==> config.mk <==
export PLATFORM = sky130hd
export DESIGN_NAME = fpu_wb_arbiter
export DESIGN_NICKNAME = d
export VERILOG_FILES = /design/src/rtl/fpu_wb_arbiter.sv
export SDC_FILE = /design/constraint.sdc
export NUM_CORES = 1
export LEC_CHECK = 0
export BUFFER_PORTS_ARGS = -buffer_cell sky130_fd_sc_hd__buf_2
export CAP_MARGIN = 20
export CORE_ASPECT_RATIO = 1.2
export CORE_MARGIN = 2
export CORE_UTILIZATION = 48
export DETAILED_ROUTE_END_ITERATION = 16
export PLACE_DENSITY_LB_ADDON = 0.08
export SKIP_LAST_GASP = 1
export SLEW_MARGIN = 10
export SYNTH_ARGS = -nofsm -noshare
export SYNTH_HDL_FRONTEND = slang
export SYNTH_SLANG_ARGS = --single-unit
export TNS_END_PERCENT = 10
==> constraint.sdc <==
create_clock -name clk -period 2.8 [get_ports clk]
set_clock_uncertainty 0.05 [all_clocks]
set_input_delay 0.7 -clock clk [delete_from_list [all_inputs] [get_ports clk]]
set_output_delay 0.7 -clock clk [all_outputs]
set_load 0.01 [all_outputs]
==> src/rtl/fpu_wb_arbiter.sv <==
// fpu_wb_arbiter: round-robin owner of the FPU register file write port.
// Two writeback requesters (FPU execute, FPU load) share we3/a3/wd3, and a
// pending-write scoreboard stalls decode on RAW/WAW hazards. r15 is bypassed
// elsewhere: it is never tracked and never written.
// Optional build macro FPU_WB_PERF_EN adds saturating stall/conflict counters.
module fpu_wb_arbiter #(
    parameter int NREG = 15,
    parameter int DW   = 32
) (
    input  logic          clk,
    input  logic          reset_n,
`ifdef FPU_WB_PERF_EN
    output logic [15:0]   stall_cnt,
    output logic [15:0]   conflict_cnt,
`endif
    input  logic          issue_valid,
    input  logic [3:0]    issue_ra1,
    input  logic [3:0]    issue_ra2,
    input  logic [3:0]    issue_rd,
    input  logic          issue_wr,
    output logic          issue_stall,
    input  logic          fpu_valid,
    input  logic [3:0]    fpu_rd,
    input  logic [DW-1:0] fpu_data,
    output logic          fpu_ready,
    input  logic          ld_valid,
    input  logic [3:0]    ld_rd,
    input  logic [DW-1:0] ld_data,
    output logic          ld_ready,
    output logic          we3,
    output logic [3:0]    a3,
    output logic [DW-1:0] wd3
);

    // Which requester won the most recent grant; the other one wins a tie.
    typedef enum logic {
        LAST_FPU = 1'b0,
        LAST_LD  = 1'b1
    } rr_t;

    rr_t            rr_last_reg, rr_last_next;
    logic [NREG-1:0] pending_reg, pending_next;
    logic           we3_reg, we3_next;
    logic [3:0]     a3_reg, a3_next;
    logic [DW-1:0]  wd3_reg, wd3_next;

    logic           grant_fpu;
    logic           grant_ld;
    logic           issue_accept;
    // Scoreboard widened to the full 4-bit index space; entries >= NREG
    // (including r15) read as never pending.
    logic [15:0]    pend16;

    genvar gi;

    generate
        for (gi = 0; gi < 16; gi++) begin : g_pend16
            if (gi < NREG) begin : g_trk
                assign pend16[gi] = pending_reg[gi];
            end else begin : g_untrk
                assign pend16[gi] = 1'b0;
            end
        end
    endgenerate

    assign issue_stall  = issue_valid & (pend16[issue_ra1] | pend16[issue_ra2] |
                                         (issue_wr & pend16[issue_rd]));
    assign issue_accept = issue_valid & issue_wr & ~issue_stall & (issue_rd != 4'hF);

    // Set on accepted issue, clear when the write port retires the index;
    // a set in the same cycle as a clear wins.
    generate
        for (gi = 0; gi < NREG; gi++) begin : g_sb
            assign pending_next[gi] = (issue_accept & (issue_rd == 4'(gi))) |
                                      (pending_reg[gi] & ~(we3_reg & (a3_reg == 4'(gi))));
        end
    endgenerate

    // Round-robin grant and write-stage next values; r15 results are
    // consumed without touching the write port.
    always_comb begin
        grant_fpu    = fpu_valid & (~ld_valid | (rr_last_reg == LAST_LD));
        grant_ld     = ld_valid & (~fpu_valid | (rr_last_reg == LAST_FPU));
        rr_last_next = rr_last_reg;
        we3_next     = 1'b0;
        a3_next      = a3_reg;
        wd3_next     = wd3_reg;
        if (grant_fpu) begin
            rr_last_next = LAST_FPU;
            if (fpu_rd != 4'hF) begin
                we3_next = 1'b1;
                a3_next  = fpu_rd;
                wd3_next = fpu_data;
            end
        end else if (grant_ld) begin
            rr_last_next = LAST_LD;
            if (ld_rd != 4'hF) begin
                we3_next = 1'b1;
                a3_next  = ld_rd;
                wd3_next = ld_data;
            end
        end
    end

    assign fpu_ready = grant_fpu;
    assign ld_ready  = grant_ld;

    // State registers; reset drops any granted-but-unwritten result.
    always_ff @(posedge clk) begin
        if (!reset_n) begin
            rr_last_reg <= LAST_LD;
            pending_reg <= '0;
            we3_reg     <= 1'b0;
            a3_reg      <= 4'd0;
            wd3_reg     <= '0;
        end else begin
            rr_last_reg <= rr_last_next;
            pending_reg <= pending_next;
            we3_reg     <= we3_next;
            a3_reg      <= a3_next;
            wd3_reg     <= wd3_next;
        end
    end

    assign we3 = we3_reg;
    assign a3  = a3_reg;
    assign wd3 = wd3_reg;

`ifdef FPU_WB_PERF_EN
    logic [15:0] stall_cnt_reg;
    logic [15:0] conflict_cnt_reg;

    // Saturating event counters for decode stalls and requester conflicts.
    always_ff @(posedge clk) begin
        if (!reset_n) begin
            stall_cnt_reg    <= 16'd0;
            conflict_cnt_reg <= 16'd0;
        end else begin
            if (issue_stall && (stall_cnt_reg != 16'hFFFF))
                stall_cnt_reg <= stall_cnt_reg + 16'd1;
            if (fpu_valid && ld_valid && (conflict_cnt_reg != 16'hFFFF))
                conflict_cnt_reg <= conflict_cnt_reg + 16'd1;
        end
    end

    assign stall_cnt    = stall_cnt_reg;
    assign conflict_cnt = conflict_cnt_reg;
`else
    // Performance counters not built.
`endif

endmodule
======== Word-level counts from Yosys, hierarchy flattened ========
Cells that the tools add are included.
operators by class
  reduce and logical (&&, ||, !) cells .... 5
  $lt $le $gt $ge ......................... 3
  bitwise operators ....................... 90
  mux-type cells .......................... 20
  eq/ne operators ......................... 32
operators by type and width
  operator            count
  $mux 32             4
  $eq 4x4->1 const B  14
  $and 1x1->1         52
  $eq 4x3->1 const B  8
  $not 1->1           19
  $or 1x1->1          19
  $eq 4x2->1 const B  4
  $mux 4              4
  $lt 4x5->1 const B  3
  $bmux 1 s4          3
  $ne 4x4->1 const B  3
  $mux 1              9
  $eq 4x1->1 const B  2
  $logic_not 4->1     2
  $reduce_bool 2->1   2
  $reduce_and 3->1    1
  $ne 2x1->1 const B  1
storage, ports and cells
  word-level logic and storage cells ...... 155
  register bits ........................... 53
  output and inout port bits .............. 40
  input port bits ......................... 90

======== Logic depth before layout (Yosys ltp) ========
  word-level depth ........................ 10
  gate-level depth with buffers ........... 8
  gate-level depth less buffers ........... 6

======== Worst setup path after synthesis ========
No wires, ideal clock.
  path kind ............................... input to output
  start point ............................. input issue_ra2[0]
  end point ............................... output issue_stall
  stages .................................. 7
  setup slack ............................. 16 ps
  data required time ...................... 2050 ps
  buffers on the path ..................... 2
  arrival time ............................ 2034 ps
  cell sequence ........................... buf_6 -> mux2i_1 -> mux4_2 -> nor2b_4 -> o21ai_4 -> buf_6 -> o21a_1
on the way
  longest elaborated chain between the ends .. 5
ends and longest elaborated chain
  element                       RTL line  source
  start: declaration            18        input logic [3:0] issue_ra2,
  $bmux 1 s4                    66        assign issue_stall = issue_valid & (pend16[issue_ra1] | pend16[issue_ra2] |
  $mux 1 (implied by the code)  66
  $or 1x1->1 (2 in a row)       66
  $and 1x1->1                   66
  end: declaration              21        output logic issue_stall,
Every way passes these cells. The select of a mux whose other input is x is not followed.

======== Worst setup path in the final report ========
  start point ............................. input issue_rd[0]
  end point ............................... output issue_stall
on the way
  longest elaborated chain between the ends .. 5
ends and longest elaborated chain
  element                       RTL line  source
  start: declaration            19        input logic [3:0] issue_rd,
  $bmux 1 s4                    67        (issue_wr & pend16[issue_rd]));
  $mux 1 (implied by the code)  67
  $and 1x1->1                   67
  $or 1x1->1                    66
  $and 1x1->1                   66
Every way passes these cells. The select of a mux whose other input is x is not followed.

==> impl_metrics.tcl <==
set metrics [dict create \
    clockBufferDepth 2 \
    setup_violations 0 \
    rsz0062_at_grt "yes" \
    dieWidth_um 76.0 \
    r2r_start "pending_reg[6]" \
    criticalPathCategory "in -> out" \
    rr_worst_depth 6 \
    wl_um 8450 \
    start_util 0.496 \
    syn-mean-instance-area_sq_um 8.72 \
    dpl.hpwl_um 6390 \
    fp.dieH_um 90.4 \
    hold_depth 2 \
    coreArea_sq_um 6010 \
    io_pins 130 \
    reg2reg_slack_ns 0.91 \
    layout-area-overhead-vs-synth_pct 28.8 \
    grt-ovfl-total 0 \
    placed_cells 544 \
    timing.hold.ws_ns 0.450 \
    ys_seq_area_frac 0.356 \
    clk_pin_slew_ns 0.10 \
    critical-path-slowest-cell "mux4_2" \
    fin_crit_ns 2.76 \
    cts_tree "built" \
    largest_reg_flops 32 \
    cts_hold_buf 0 \
    syn_nets 432 \
    placed_area_sq_um 3740 \
    end_kind "output port" \
    synthDistinctLibCells 39 \
    cts_root_buffer "clkbuf_8" \
    remaining_drc_errors 0 \
    synthCells 342 \
    synth_common_cells "nand2_1, dfxtp_1, nand3_1" \
    htreeDepth 2 \
    max_slew_margin 0.560 \
    power_density_nw_per_um2 450 \
    ys_top_cells_by_area "dfxtp_1, o211a_1, nand2_1, nand3_1, mux2i_1" \
    via_per_inst 5.65 \
    power_w 0.00173 \
    drt_pass1_iterations 4 \
    place.gp.congestion 0.943 \
    yosysWarnings 0 \
    cts_buffers 5 \
    yosysTopAreaCell "dfxtp_1" \
    cts_sinks 53 \
    drv_cap 0 \
    io_buffers 129 \
    ys.flop_type "dfxtp_1" \
    fin_nets 559 \
    synthArstFlopShare 0 \
    yosysMostFrequentCell "nand2_1" \
    crit_required_ns 2.05 \
    grt_pass1_wl_um 13900 \
    grt_usage 0.245 \
    power_leakage_nw 2.04 \
    drt-initial-drc-count 260 \
    cpPeakStageDelay_ns 0.50 \
    reg2reg_to "pending_reg[14]" \
    syn_area_sq_um 2980 \
    utilization 0.639 \
    hold_viol_final 0 \
    startpoint_type "input port" \
    min-delay-start "rr_last_reg" \
    drt.antenna.violating_nets 0 \
    grt_antenna_before_repair 0 \
    critPathArrivalTime_ns 2.01 \
    layoutNonFillerInstCount 552 \
    drive_gt1_frac 0.370 \
    clk_latency_ns 0.32 \
    final_area_sq_um 3840 \
    diodes 0 \
    num_rows 31 \
    cp_max_fo 4 \
    grt_max_degree 53 \
    fp.dieArea_sq_um 6860 \
    yosysTopAreaCellShare 0.356 \
    num_vias 3117 \
    tightest_slew_ns 0.652 \
    finalCritPeriodShare 0.985 \
    grt_pass1_vias 2967 \
    synth_enable_flop_cells 0 \
    hp-class "reg -> reg" \
    avgRoutedWirePerCell_um 15.3 \
    hold_end "rr_last_reg" \
    fmax_mhz 362 \
    vdd_drop_max_uv 260 \
    path_cells "buf_6 > mux4_2 > and2_4 > a31oi_4 > a21boi_1 > o21a_1 > buf_2" \
    ys_ff_latch 53 \
    final_max_slew_viol_count 0 \
    status "completed" \
]
-- worst max path at each step --
| stage | from | cells past startpoint | endpoint |
|---|---|---|---|
| after floorplan | issue_ra2[0] | 7 | issue_stall |
| after global placement | issue_rd[0] | 7 | issue_stall |
| after detailed placement | issue_rd[0] | 7 | issue_stall |
| after CTS | issue_ra1[1] | 7 | issue_stall |
| after global routing | issue_ra1[1] | 7 | issue_stall |
| final | issue_rd[0] | 7 | issue_stall |
-- report_power, final --
| group | total [W] | internal [W] | switching, W |
|---|---|---|---|
| Clock | 0.000464 | 0.000182 | 0.000281 |
| Combinational | 0.000413 | 0.000192 | 0.000221 |
| Sequential | 0.000852 | 0.000812 | 0.0000401 |
-- area by class of cell --
type	instances	area, sq um
well taps	82	103
inverters	2	7.51
clock inverters	3	26.3
clock buffers	5	68.8
fillers	534	2170
repair buffers	146	792
multi-input cells	261	1780
flip-flops and latches	53	1060
-- metal layers --
layer / wire length, um / up-vias / track usage
met5: 0 / - / 0
met4: 292 / 0 / 0.102
met3: 520 / 24 / 0.0510
met2: 4190 / 118 / 0.432
met1: 3450 / 1451 / 0.290
li1: - / 1524 / -
-- what timing repair did --
action,4_1_cts,5_1_grt
resized for setup,5,8
buffers inserted,0,0
pin swaps,1,3
endpoints found under the setup margin,1,1
-- cells by family (layout without fill, tap and decap cells) --
kind of cell	Yosys count	after routing	synth area share
flip-flops	53	53	0.356
buffers and inverters	28	156	0.0436
multiplexers	17	17	0.0902
AND/OR/NAND/NOR	163	163	0.259
AO/OA/AOI/OAI	81	81	0.252
-- stage by stage --
stage	worst slack [ns]	TNS [ns]
after global routing	-0.00636	-0.00636
after detailed placement	-0.0543	-0.0543
after floorplan	0.0160	0
after global placement	-0.0203	-0.0203
final	0.0411	0
after CTS	0.00134	0
-- worst max-delay path, delay by kind of cell --
kind                   cells  cell delay (ns)
buffers and inverters      2             0.23
AO/OA/AOI/OAI              3             0.42
multiplexers               1             0.50
AND/OR/NAND/NOR            1             0.16
-- placed cells by master, fill, tap and decap left out, drive strengths merged --
cell type / n
buf: 146
o31ai: 9
and2: 3
a22o: 1
o22a: 1
nor2b: 3
clkbuf: 5
clkinvlp: 2
o21a: 1
a22oi: 1
o22ai: 2
dfxtp: 53
mux2i: 10
nor2: 9
o21ai: 9
or3b: 1
a21boi: 2
mux4: 7
nor3: 1
a31oi: 2
o311ai: 4
nand2b: 7
a211oi: 1
nand4: 11
or4: 4
nand3: 39
inv: 3
o211ai: 11
nand3b: 4
o211a: 37
nand2: 81
No activity file was read; power rests on OpenSTA's default activity.
